<file path="src/rtl/muldiv_pkg.sv">
// Shared definitions for the iterative RV M-extension multiply/divide unit:
// funct3 encodings, FSM states and a conditional two's-complement negate.
package muldiv_pkg;

   localparam logic [2:0] MUL    = 3'b000;
   localparam logic [2:0] MULH   = 3'b001;
   localparam logic [2:0] MULHSU = 3'b010;
   localparam logic [2:0] MULHU  = 3'b011;
   localparam logic [2:0] DIV    = 3'b100;
   localparam logic [2:0] DIVU   = 3'b101;
   localparam logic [2:0] REM    = 3'b110;
   localparam logic [2:0] REMU   = 3'b111;

   typedef enum logic [1:0] {IDLE, CALC, FIX, DONE} state_t;

   // Wide enough for the 2*XLEN product at XLEN=64; callers zero-extend and slice.
   localparam int MAXW = 128;

   function automatic logic [MAXW-1:0] cneg(input logic [MAXW-1:0] v, input logic neg);
      return neg ? (~v + MAXW'(1)) : v;
   endfunction

endpackage

</file>
<file path="src/rtl/muldiv_iter.sv">
// Radix-2 iterative multiply/divide for RV M ops: shift-add multiply, restoring
// divide, sign fix-up in FIX, RISC-V divide special cases resolved at accept.
module muldiv_iter
   import muldiv_pkg::*;
#(
   parameter int XLEN = 32
) (
   input  logic            clk,
   input  logic            resetn,
   input  logic            in_valid,
   output logic            in_ready,
   input  logic [2:0]      funct3,
   input  logic [XLEN-1:0] x,
   input  logic [XLEN-1:0] y,
   output logic            out_valid,
   input  logic            out_ready,
   output logic [XLEN-1:0] out
);

   localparam int CW = $clog2(XLEN+1);

   state_t            state_q, state_d;
   logic [2:0]        op_q;
   logic [2*XLEN-1:0] acc_q;
   logic [XLEN-1:0]   mcand_q;     // |x| for multiply, divisor magnitude for divide
   logic [XLEN-1:0]   quo_q;
   logic [XLEN:0]     rem_q;
   logic              neg_res_q, neg_rem_q;
   logic [CW-1:0]     cnt_q;

   logic              is_div, sgn_x, sgn_y, neg_x, neg_y, special;
   logic [XLEN-1:0]   mag_x, mag_y, spec_res, fix_res;
   logic [MAXW-1:0]   tmp_x, tmp_y, prod_t, quo_t, rem_t;
   logic [XLEN:0]     mul_sum, div_shift;
   logic [XLEN+1:0]   div_diff;
   logic              div_ge;
   logic              unused_bits;

   assign in_ready = (state_q == IDLE);

   always_comb begin
      is_div   = funct3[2];
      sgn_x    = (funct3 == MULH) || (funct3 == MULHSU) || (funct3 == DIV) || (funct3 == REM);
      sgn_y    = (funct3 == MULH) || (funct3 == DIV) || (funct3 == REM);
      neg_x    = sgn_x & x[XLEN-1];
      neg_y    = sgn_y & y[XLEN-1];
      tmp_x    = cneg(MAXW'(x), neg_x);
      tmp_y    = cneg(MAXW'(y), neg_y);
      mag_x    = tmp_x[XLEN-1:0];
      mag_y    = tmp_y[XLEN-1:0];
      spec_res = '0;
      special  = 1'b0;
      if (is_div && (y == '0)) begin
         special  = 1'b1;
         spec_res = funct3[1] ? x : '1;
      end else if (is_div && sgn_y && (x == {1'b1, {(XLEN-1){1'b0}}}) && (y == '1)) begin
         special  = 1'b1;
         spec_res = funct3[1] ? '0 : x;
      end

      // One iteration of each algorithm; only the one matching op_q is committed.
      mul_sum   = {1'b0, acc_q[2*XLEN-1:XLEN]} + (acc_q[0] ? {1'b0, mcand_q} : '0);
      div_shift = {rem_q[XLEN-1:0], quo_q[XLEN-1]};
      div_diff  = {1'b0, div_shift} - {2'b00, mcand_q};
      div_ge    = ~div_diff[XLEN+1];

      prod_t = cneg(MAXW'(acc_q), neg_res_q);
      quo_t  = cneg(MAXW'(quo_q), neg_res_q);
      rem_t  = cneg(MAXW'(rem_q[XLEN-1:0]), neg_rem_q);
      unique case (op_q)
         MUL:                fix_res = prod_t[XLEN-1:0];
         MULH, MULHSU, MULHU: fix_res = prod_t[2*XLEN-1:XLEN];
         DIV, DIVU:          fix_res = quo_t[XLEN-1:0];
         default:            fix_res = rem_t[XLEN-1:0];
      endcase

      unused_bits = ^{tmp_x[MAXW-1:XLEN], tmp_y[MAXW-1:XLEN], prod_t[MAXW-1:2*XLEN],
                      quo_t[MAXW-1:XLEN], rem_t[MAXW-1:XLEN], rem_q[XLEN]};
   end

   always_comb begin
      state_d = state_q;
      unique case (state_q)
         IDLE:    if (in_valid) state_d = special ? DONE : CALC;
         CALC:    if (cnt_q == '0) state_d = FIX;
         FIX:     state_d = DONE;
         DONE:    if (out_valid && out_ready) state_d = IDLE;
         default: state_d = IDLE;
      endcase
   end

   always_ff @(posedge clk or negedge resetn) begin
      if (!resetn) begin
         state_q   <= IDLE;
         op_q      <= MUL;
         acc_q     <= '0;
         mcand_q   <= '0;
         quo_q     <= '0;
         rem_q     <= '0;
         neg_res_q <= 1'b0;
         neg_rem_q <= 1'b0;
         cnt_q     <= '0;
         out       <= '0;
         out_valid <= 1'b0;
      end else begin
         state_q <= state_d;
         unique case (state_q)
            IDLE: if (in_valid) begin
               op_q      <= funct3;
               neg_res_q <= neg_x ^ neg_y;
               neg_rem_q <= neg_x;
               cnt_q     <= CW'(XLEN-1);
               mcand_q   <= is_div ? mag_y : mag_x;
               acc_q     <= {{XLEN{1'b0}}, mag_y};
               quo_q     <= mag_x;
               rem_q     <= '0;
               if (special) out <= spec_res;
            end
            CALC: begin
               if (cnt_q != '0) cnt_q <= cnt_q - CW'(1);
               if (op_q[2]) begin
                  rem_q <= div_ge ? div_diff[XLEN:0] : div_shift;
                  quo_q <= {quo_q[XLEN-2:0], div_ge};
               end else begin
                  acc_q <= {mul_sum, acc_q[XLEN-1:1]};
               end
            end
            FIX:  out <= fix_res;
            // out_valid trails entry into DONE by one cycle and drops on handoff.
            DONE: out_valid <= !(out_valid && out_ready);
            default: ;
         endcase
      end
   end

endmodule

</file>
<file path="config.mk">
export PLATFORM = sky130hd
export DESIGN_NAME = muldiv_iter
export DESIGN_NICKNAME = d
export VERILOG_FILES = /design/src/rtl/muldiv_pkg.sv /design/src/rtl/muldiv_iter.sv
export SDC_FILE = /design/constraint.sdc
export NUM_CORES = 1
export LEC_CHECK = 0
export BUFFER_PORTS_ARGS = -buffer_cell sky130_fd_sc_hd__buf_2
export CORE_MARGIN = 2
export CORE_UTILIZATION = 60
export CTS_BUF_LIST = sky130_fd_sc_hd__clkbuf_8
export CTS_CLUSTER_DIAMETER = 200
export DETAILED_ROUTE_END_ITERATION = 10
export PLACE_DENSITY = 0.79
export SLEW_MARGIN = 15
export SYNTH_ARGS = -nofsm -noshare
export SYNTH_HDL_FRONTEND = slang
export SYNTH_SLANG_ARGS = --single-unit
</file>
<file path="constraint.sdc">
create_clock -name clk -period 5.05 [get_ports clk]
set_input_delay 0 -clock clk [delete_from_list [all_inputs] [get_ports clk]]
set_output_delay 0 -clock clk [all_outputs]
set_load 0.01 [all_outputs]
</file>
== After elaboration in Yosys (flattened, before gate mapping) ==
Cells that the tools add are included.

* Register bits after elaboration: 206
* Bits in latches: 0
* Memory bits (writable): 0
* Memory bits (read-only): 0
* Input port bits: 71
* Output and inout bits: 34
* Logic and storage cells: 110
* Memories: 0

* $add $sub $neg: 8
* Multiply operators: 0
* Div/mod/pow operators: 0
* Order comparisons: 0
* Equal/unequal tests: 21
* Shift operators: 0
* Mux-type cells: 35
* Bitwise operators: 9
* Reductions and logical operators: 26

{| class="wikitable"
|+ Operators with widths
! cell !! count
|-
| 32-bit 2-to-1 mux || 17
|-
| 64-bit 2-to-1 mux || 3
|-
| 32-bit case mux with 2 select lines || 3
|-
| 32-bit by 1-bit adder with 32-bit output, second input constant || 4
|-
| 32-bit inverter || 4
|-
| 64-bit case mux with 2 select lines || 1
|-
| 32-bit case mux with 3 select lines || 1
|-
| 64-bit by 1-bit adder with 64-bit output, second input constant || 1
|-
| 32-bit equality test, second input constant || 2
|-
| 64-bit inverter || 1
|-
| 33-bit by 32-bit subtractor with 34-bit output || 1
|-
| 32-bit by 32-bit adder with 33-bit output || 1
|-
| 32-bit zero test || 1
|-
| 3-bit AND reduction || 5
|-
| 3-bit equality test, second input constant || 4
|-
| 6-bit 2-to-1 mux || 2
|-
| 2-bit inequality test, second input constant || 6
|-
| 6-bit case mux with 2 select lines || 1
|-
| 3-bit by 2-bit equality test with 1-bit output, second input constant || 3
|-
| 2-bit 2-to-1 mux || 4
|-
| 2-bit case mux with 4 select lines || 1
|-
| 3-bit by 1-bit equality test with 1-bit output, second input constant || 2
|-
| 6-bit zero test || 1
|-
| 6-bit nonzero test || 1
|-
| 17 further kinds || 29
|}

== Logic depth before layout (Yosys ltp) ==
Gate-level depths: netlist of run 1.

* Depth after elaboration: 11
* Gate-level depth with buffers: 14
* Mapped depth without buffers: 13

== Worst setup path before layout of run 1 ==
OpenSTA, ideal clock, no wires.

* Kind: register -> register
* Start: register acc_q[0]
* End: register out[12]
* Library setup time: 0.124 ns
* Data arrival time: 3.507 ns
* Required time: 4.926 ns
* Path slack: 1.419 ns
* Stages on the path, launching flop included: 14
* Path buffers: 2
* Period minus slack after synthesis: 3.631 ns
* Cell sequence: dfrtp_1 -> inv_1 -> clkbuf_1 -> ha_1 -> or4b_2 -> or4_1 -> or4_4 -> buf_6 -> or2_1 -> o41ai_2 -> xor2_1 -> nor2_1 -> a211oi_2 -> o21ai_1

* Cells in the longest elaborated chain, start to end: 5

{| class="wikitable"
|+ RTL lines
! what !! RTL line !! RTL
|-
| from (decl) || muldiv_iter.sv:24 || <nowiki>logic [2*XLEN-1:0] acc_q;</nowiki>
|-
| from (signal assigned) || muldiv_iter.sv:114 || <nowiki>acc_q <= {{XLEN{1'b0}}, mag_y};</nowiki>
|-
| from (signal assigned) || muldiv_iter.sv:125 || <nowiki>acc_q <= {mul_sum, acc_q[XLEN-1:1]};</nowiki>
|-
| 64-bit inverter || muldiv_pkg.sv:20 || <nowiki>return neg ? (~v + MAXW'(1)) : v;</nowiki>
|-
| 64-bit by 1-bit adder with 64-bit output || muldiv_pkg.sv:20 ||
|-
| 64-bit 2-to-1 mux || muldiv_pkg.sv:20 ||
|-
| 32-bit case mux with 3 select lines || muldiv_iter.sv:70 || <nowiki>unique case (op_q)</nowiki>
|-
| 32-bit case mux with 2 select lines || muldiv_iter.sv:107 || <nowiki>unique case (state_q)</nowiki>
|-
| to (signal assigned) || muldiv_iter.sv:117 || <nowiki>if (special) out <= spec_res;</nowiki>
|-
| to (signal assigned) || muldiv_iter.sv:128 || <nowiki>FIX: out <= fix_res;</nowiki>
|-
| to (decl) || muldiv_iter.sv:17 || <nowiki>output logic [XLEN-1:0] out</nowiki>
|}

Every way passes these cells.
A chain may end at the register's enable or synchronous reset.

== Final worst setup path of run 1 ==
* Start: register acc_q[0]
* End: register acc_q[62]

* Cells in the longest elaborated chain, start to end: 4

{| class="wikitable"
|+ RTL lines
! what !! RTL line !! RTL
|-
| 32-bit 2-to-1 mux || muldiv_iter.sv:62 || <nowiki>mul_sum = {1'b0, acc_q[2*XLEN-1:XLEN]} + (acc_q[0] ? {1'b0, mcand_q} : '0);</nowiki>
|-
| 32-bit by 32-bit adder with 33-bit output || muldiv_iter.sv:62 ||
|-
| 64-bit 2-to-1 mux || muldiv_iter.sv:121 || <nowiki>if (op_q[2]) begin</nowiki>
|-
| 64-bit case mux with 2 select lines || muldiv_iter.sv:107 ||
|}

Every way passes these cells. The select of a mux whose other input is x is not followed.

==> impl_metrics.env, run 1 <==
export IMPL_post_cts_resize_count=0
export IMPL_max_stage_delay_ps=580
export IMPL_setup_tns_ps=0
export IMPL_drive_gt1_share_pct=10.2
export IMPL_syn_avg_cell_area_sq_um=7.96
export IMPL_fin_crit_ps=4150
export IMPL_port_buffers=104
export IMPL_ios=105
export IMPL_reg2reg_depth=14
export IMPL_row_count=62
export IMPL_synthCells=2202
export IMPL_area_growth_syn_to_layout_pct=11.6
export IMPL_r2r_end="acc_q[62]$_DFFE_PN0P_"
export IMPL_synth_seq_cells=206
export IMPL_worstMarginPinSlew_ps=1150
export IMPL_detail_route_antenna_nets=0
export IMPL_clock_sinks=206
export IMPL_rsz0062_at_grt="false"
export IMPL_start_util_pct=61.1
export IMPL_postCtsHoldBufs=48
export IMPL_cp_max_fo=30
export IMPL_ys_types=81
export IMPL_grt_max_degree=116
export IMPL_die_area_sq_mm=0.0306
export IMPL_required_ps=5490
export IMPL_cts_setup_buffers=0
export IMPL_grt_util_all_layers_pct=43.4
export IMPL_cts_buffer_depth=3
export IMPL_whs_path_depth=4
export IMPL_path_cells="inv_1 -> buf_4 -> nor2_1 -> ha_1 -> o21ai_0 -> o21ai_0 -> nand2_1 -> or4_1 -> a2111oi_0 -> buf_4 -> o211ai_1 -> a21oi_1 -> mux2i_1 -> nand3_1"
export IMPL_setup_viol_count_final=0
export IMPL_yosysWarnings=0
export IMPL_cts_tree="yes"
export IMPL_worstHoldStart="y[2]"
export IMPL_synth_ff_type="dfrtp_1"
export IMPL_vias=18400
export IMPL_gr_total_overflow=0
export IMPL_worstSetupPathType="reg -> reg"
export IMPL_synth_area_sq_mm=0.0175
export IMPL_crit_start="acc_q[0]$_DFFE_PN0P_"
export IMPL_regToRegStartpoint="acc_q[0]$_DFFE_PN0P_"
export IMPL_first_iter_violations=2660
export IMPL_max_freq_ghz=0.241
export IMPL_grt_first_pass_wirelength_mm=102
export IMPL_maxCapViolCount=0
export IMPL_routabilityCongestion=1.02
export IMPL_htreeDepth=2
export IMPL_place_hpwl_mm=50.3
export IMPL_ys_seq_area_share_pct=29.4
export IMPL_drv_slew=0
export IMPL_routed_wl_mm=67.1
export IMPL_final_util_pct=68.1
export IMPL_fin_skew_ps=25.3
export IMPL_insertion_delay_ps=570
export IMPL_finish_instance_area_sq_mm=0.0196
export IMPL_timing_slew_headroom_pct=23.3
export IMPL_nets=2445
export IMPL_power_density_mw_per_mm2=604
export IMPL_crit_path_end_kind="flop"
export IMPL_cts_buffers=40
export IMPL_die_width_microns=175
export IMPL_grt_pass1_vias=17000
export IMPL_vias_per_cell=6.81
export IMPL_finalCritPeriodShare_pct=82.2
export IMPL_timing_critical_path_to="acc_q[62]$_DFFE_PN0P_"
export IMPL_synthArstFlopShare_pct=100
export IMPL_n_antenna_cell=0
export IMPL_routedWlPerCell_microns=24.8
export IMPL_arrival_ps=4590
export IMPL_startpoint_type="flop"
export IMPL_synth_edff_count=0
export IMPL_placed_area_sq_mm=0.0183
export IMPL_syn_num_nets=2351
export IMPL_hp_class="in -> reg"
export IMPL_antenna_found_initial=2
export IMPL_critPathSlowestCell="a2111oi_0"
export IMPL_core_area_sq_mm=0.0287
export IMPL_rrSetupSlack_ps=900
export IMPL_ir_worst_vdd_v=0.000430
export IMPL_status="finished, final reports clean"
export IMPL_clk_pin_slew_ps=60
export IMPL_die_y_microns=175
export IMPL_finalHoldViolations=0
export IMPL_p_leak_nw=8.53
export IMPL_clock_root_buffer="clkbuf_8"
export IMPL_drcViolationCount=0
export IMPL_first_pass_iters=9
synth_stat cells, drive strengths merged (34+ instances only):
library cell,instances,area (sq um)
xor2,104,911
o21ai,263,1320
o31ai,52,390
a21oi,147,736
nor3,39,195
nand2,252,946
mux2i,59,591
ha,76,951
a22oi,34,255
dfrtp,206,5150
nor2,161,604
inv,82,308
xnor2,123,1080
clkbuf,109,410
registers in the layout, indices dropped and copies added, names as in the netlist:
register	count
rem_q	32
cnt_q	6
acc_q	64
op_q	3
neg_res_q	1
neg_rem_q	1
out	32
state_q	2
quo_q	32
mcand_q	32
out_valid	1
worst min path at each step:
stage,end,slack [ps]
finish,acc_q[2]$_DFFE_PN0P_,20
global route,acc_q[18]$_DFFE_PN0P_,50
CTS,acc_q[18]$_DFFE_PN0P_,2
detailed placement,cnt_q[4]$_DFFE_PN0P_,110
global placement,cnt_q[2]$_DFFE_PN0P_,110
floorplan,acc_q[0]$_DFFE_PN0P_,-300
critical path: cells and delay by family (launching register included):
family	cells	cell delay [ps]
DFF	1	490
buffers and inverters	3	690
AOI/OAI and AO/OA	5	1290
and+or+nand+nor	4	980
adders and majority gates	1	370
muxes	1	210
where the power goes:
part | switching [mW] | internal [mW]
sequential | 0.834 | 2.25
combinational | 4.65 | 2.32
clock | 0.789 | 0.970
cells in the final DEF, fill, tap and decap left out, types with 34 or more instances in the layout:
| master | n |
|---|---|
| nor3_1 | 39 |
| ha_1 | 75 |
| o21ai_0 | 255 |
| xor2_1 | 104 |
| clkbuf_8 | 50 |
| nor2_1 | 160 |
| nand2_1 | 249 |
| xnor2_1 | 123 |
| dlygate4sd3_1 | 48 |
| mux2i_1 | 59 |
| a22oi_1 | 34 |
| inv_1 | 96 |
| a21oi_1 | 147 |
| o31ai_1 | 52 |
| dfrtp_1 | 205 |
| buf_2 | 103 |
metal layers:
layer | global-route usage [%] | share of wire [%] | routed length, microns | vias up
met2 | 63.3 | 41 | 27700 | 1227
met4 | 21.9 | 6.2 | 4160 | 4
met1 | 59.5 | 40 | 26600 | 8738
met3 | 11.5 | 13 | 8550 | 252
li1 | - | - | - | 8219
met5 | 0 | 0.048 | 32 | -
cell type report:
type / count / area, sq um
flip-flops and latches: 206 / 5160
multi-input cells: 1789 / 11600
well taps: 384 / 480
clock inverters: 19 / 128
clock buffers: 49 / 674
repair buffers: 177 / 1210
inverters: 82 / 308
fillers: 2449 / 9150
kinds of logic after synthesis:
logic type                 after synthesis  share of synthesized area, %
adders and majority gates               78                          5.65
xor gates and xnor gates               227                          11.3
and+or+nand+nor                        666                          18.0
buffers and inverters                  207                          4.52
muxes                                   79                          4.65
DFF                                    206                          29.4
AOI/OAI and AO/OA                      739                          26.4
per-stage QoR:
step	power, mW	std cells	hold WS [ps]	setup slack, ps
global route	12.4	2706	51.7	754
detailed placement	9.67	2590	112	995
floorplan	7.41	2202	-296	1420
global placement	9.55	2590	110	1070
CTS	11.5	2706	2.30	972
finish	11.8	2706	18.1	898
Note: power is estimated with default switching activity, not from simulation.
==> inputs of run 2 (changes only) <==
CORE_UTILIZATION = 58   (was 60)
PLACE_DENSITY = 0.8   (was 0.79)
clock period = 3.3 ns   (was 5.05 ns; I/O delays follow)
==> run 2 against run 1 <==
Effect of this change:
- the run now ends with setup timing left
- sequential share of layout area fell by 2.3 points
- largest cell class unchanged
- register-to-register slack got worse by 1000 ps
- largest power group unchanged
- cell count is 6.4% higher
- maximum frequency increased by 21%
- sequential cell count is the same
- total power grew 70%
- critical path depth grew 3
- worst hold slack worse by 15 ps
- critical path type unchanged
- clock skew rose by 6.8 ps
==> impl_metrics.env, run 2 (synthesis results as in run 1) <==
export IMPL_die_y_microns=178
export IMPL_port_buffers=104
export IMPL_rrSetupSlack_ps=-140
export IMPL_final_common_cell="nand2_1"
export IMPL_area_growth_syn_to_layout_pct=22.5
export IMPL_regMostFlops="acc_q"
export IMPL_grt_max_degree=81
export IMPL_finish_instance_area_sq_mm=0.0215
export IMPL_routed_wl_mm=72.6
export IMPL_required_ps=3750
export IMPL_crit_start="acc_q[0]$_DFFE_PN0P_"
export IMPL_clk_pin_slew_ps=60
export IMPL_reg2reg_depth=17
export IMPL_ios=105
export IMPL_cts_tree="yes"
export IMPL_htreeDepth=2
export IMPL_r2r_end="acc_q[50]$_DFFE_PN0P_"
export IMPL_routedWlPerCell_microns=25.2
export IMPL_layout_common_cells="248 x nand2_1, 239 x o21ai_0, 203 x dfrtp_1"
export IMPL_fin_skew_ps=32.0
export IMPL_crit_path_end_kind="flop"
export IMPL_drcViolationCount=0
export IMPL_finalHoldViolations=0
export IMPL_gr_total_overflow=0
export IMPL_finalCritPeriodShare_pct=104
export IMPL_power_density_mw_per_mm2=935
export IMPL_routabilityCongestion=1.09
export IMPL_grt_pass1_vias=18100
export IMPL_final_util_pct=72.3
export IMPL_antenna_found_initial=2
export IMPL_timing_slew_headroom_pct=43.8
export IMPL_row_count=63
export IMPL_regToRegStartpoint="acc_q[0]$_DFFE_PN0P_"
export IMPL_clock_root_buffer="clkbuf_8"
export IMPL_die_area_sq_mm=0.0316
export IMPL_largest_register_ff_count=64
export IMPL_grt_util_all_layers_pct=44.1
export IMPL_first_pass_iters=7
export IMPL_fin_ws_ps=-139
export IMPL_total_power_mw=20.1
export IMPL_first_iter_violations=2761
export IMPL_drv_slew=0
export IMPL_p_leak_nw=9.43
export IMPL_start_util_pct=59.0
export IMPL_worst_hold_slack_ps=3.19
export IMPL_ir_worst_vdd_v=0.000927
export IMPL_vias=19700
export IMPL_violations="setup timing"
export IMPL_place_hpwl_mm=52.9
export IMPL_nets=2611
export IMPL_fin_crit_ps=3440
export IMPL_vias_per_cell=6.83
export IMPL_insertion_delay_ps=580
export IMPL_layout_cells_non_filler=2880
export IMPL_cts_buffer_depth=3
export IMPL_cp_max_fo=7
export IMPL_hold_end="acc_q[8]$_DFFE_PN0P_"
export IMPL_critPathSlowestCell="dfrtp_1"
export IMPL_die_width_microns=178
export IMPL_detail_route_antenna_nets=0
export IMPL_path_cells="inv_2 -> buf_6 -> buf_12 -> nor2_4 -> ha_4 -> buf_6 -> a2111oi_4 -> o21ai_2 -> buf_4 -> a2111oi_4 -> buf_4 -> a211oi_4 -> o31ai_2 -> nand3b_1 -> o21a_1 -> a41oi_2 -> o41ai_2"
export IMPL_grt_first_pass_wirelength_mm=105
export IMPL_whs_path_depth=5
export IMPL_rsz0062_at_grt="true"
export IMPL_maxCapViolCount=0
export IMPL_clock_sinks=206
export IMPL_hp_class="in -> reg"
export IMPL_worstSetupPathType="reg -> reg"
export IMPL_core_area_sq_mm=0.0297
export IMPL_worstHoldStart="y[8]"
export IMPL_max_stage_delay_ps=430
export IMPL_status="finished, violations left"
export IMPL_dp_cells=2729
export IMPL_startpoint_type="flop"
export IMPL_arrival_ps=3890
export IMPL_drive_gt1_share_pct=19.3
export IMPL_nFillCells=2240
export IMPL_worstMarginPinSlew_ps=842
export IMPL_max_freq_ghz=0.291
export IMPL_setup_viol_count_final=9
export IMPL_placed_area_sq_mm=0.0193
export IMPL_cts_buffers=40
## run 2: changes by cell type in the layout (fill, tap and decap cells not counted), sizes merged
| cell | change |
|---|---|
| buf | +155 |
| clkinvlp | +3 |
| dlygate4sd3 | +9 |
| clkinv | +1 |
| bufinv | -1 |
| diode | +1 |
## run 2: metrics by stage
| step | worst slack, ps | setup TNS [ps] |
|---|---|---|
| floorplan | -0.500 | -0.500 |
| global placement | -194 | -668 |
| detailed placement | -235 | -1700 |
| CTS | -102 | -122 |
| global route | -224 | -2140 |
| finish | -139 | -419 |
## run 2: cell type report
type	count	area, sq um	share of cell area [%]
well taps	390	488	2.27
flip-flops and latches	206	5160	24.0
repair buffers	343	2610	12.2
clock buffers	47	647	3.01
inverters	82	308	1.43
multi-input cells	1789	12100	56.5
diodes	1	2.50	0.0117
clock inverters	22	125	0.583
## run 2: worst max path at each step
| stage | endpoint | slack [ps] | cells past startpoint |
|---|---|---|---|
| after floorplan | out[12]$_DFFE_PN0P_ | -0.5 | 13 |
| after global placement | out[14]$_DFFE_PN0P_ | -190 | 9 |
| after detailed placement | out[14]$_DFFE_PN0P_ | -240 | 9 |
| after CTS | out[12]$_DFFE_PN0P_ | -100 | 11 |
| after global routing | acc_q[62]$_DFFE_PN0P_ | -220 | 14 |
| final | acc_q[50]$_DFFE_PN0P_ | -140 | 17 |
## run 2: per-layer routing
metal	routed length [microns]	up-vias	global-route usage, %
met5	13	-	0
met4	5180	2	24.6
met3	9500	326	13.4
met2	30500	1434	64.7
met1	27400	9353	57.8
li1	-	8551	-
## run 2: report_power, final
part	internal, mW	switching, mW	leakage, nW
registers	3.44	0.961	2.67
clock network	1.37	1.25	0.443
logic	4.76	8.30	6.32
total	9.56	10.5	9.43
## run 2: critical path, delay by kind of cell (launching register included)
kind                       cells  cell delay [ps]
AOI/OAI and AO/OA              8             1550
buffers and inverters          6              810
DFF                            1              430
and+or+nand+nor                2              300
adders and majority gates      1              230
## run 2: timing repair
item                                    in CTS  in global routing
setup buffers                                6                 18
hold endpoints to repair                   165                  0
resized for setup                           29                112
endpoints found under the setup margin      24                 66
pin swaps                                   16                 51
gates cloned                                 0                  2
hold buffers                                57                  0
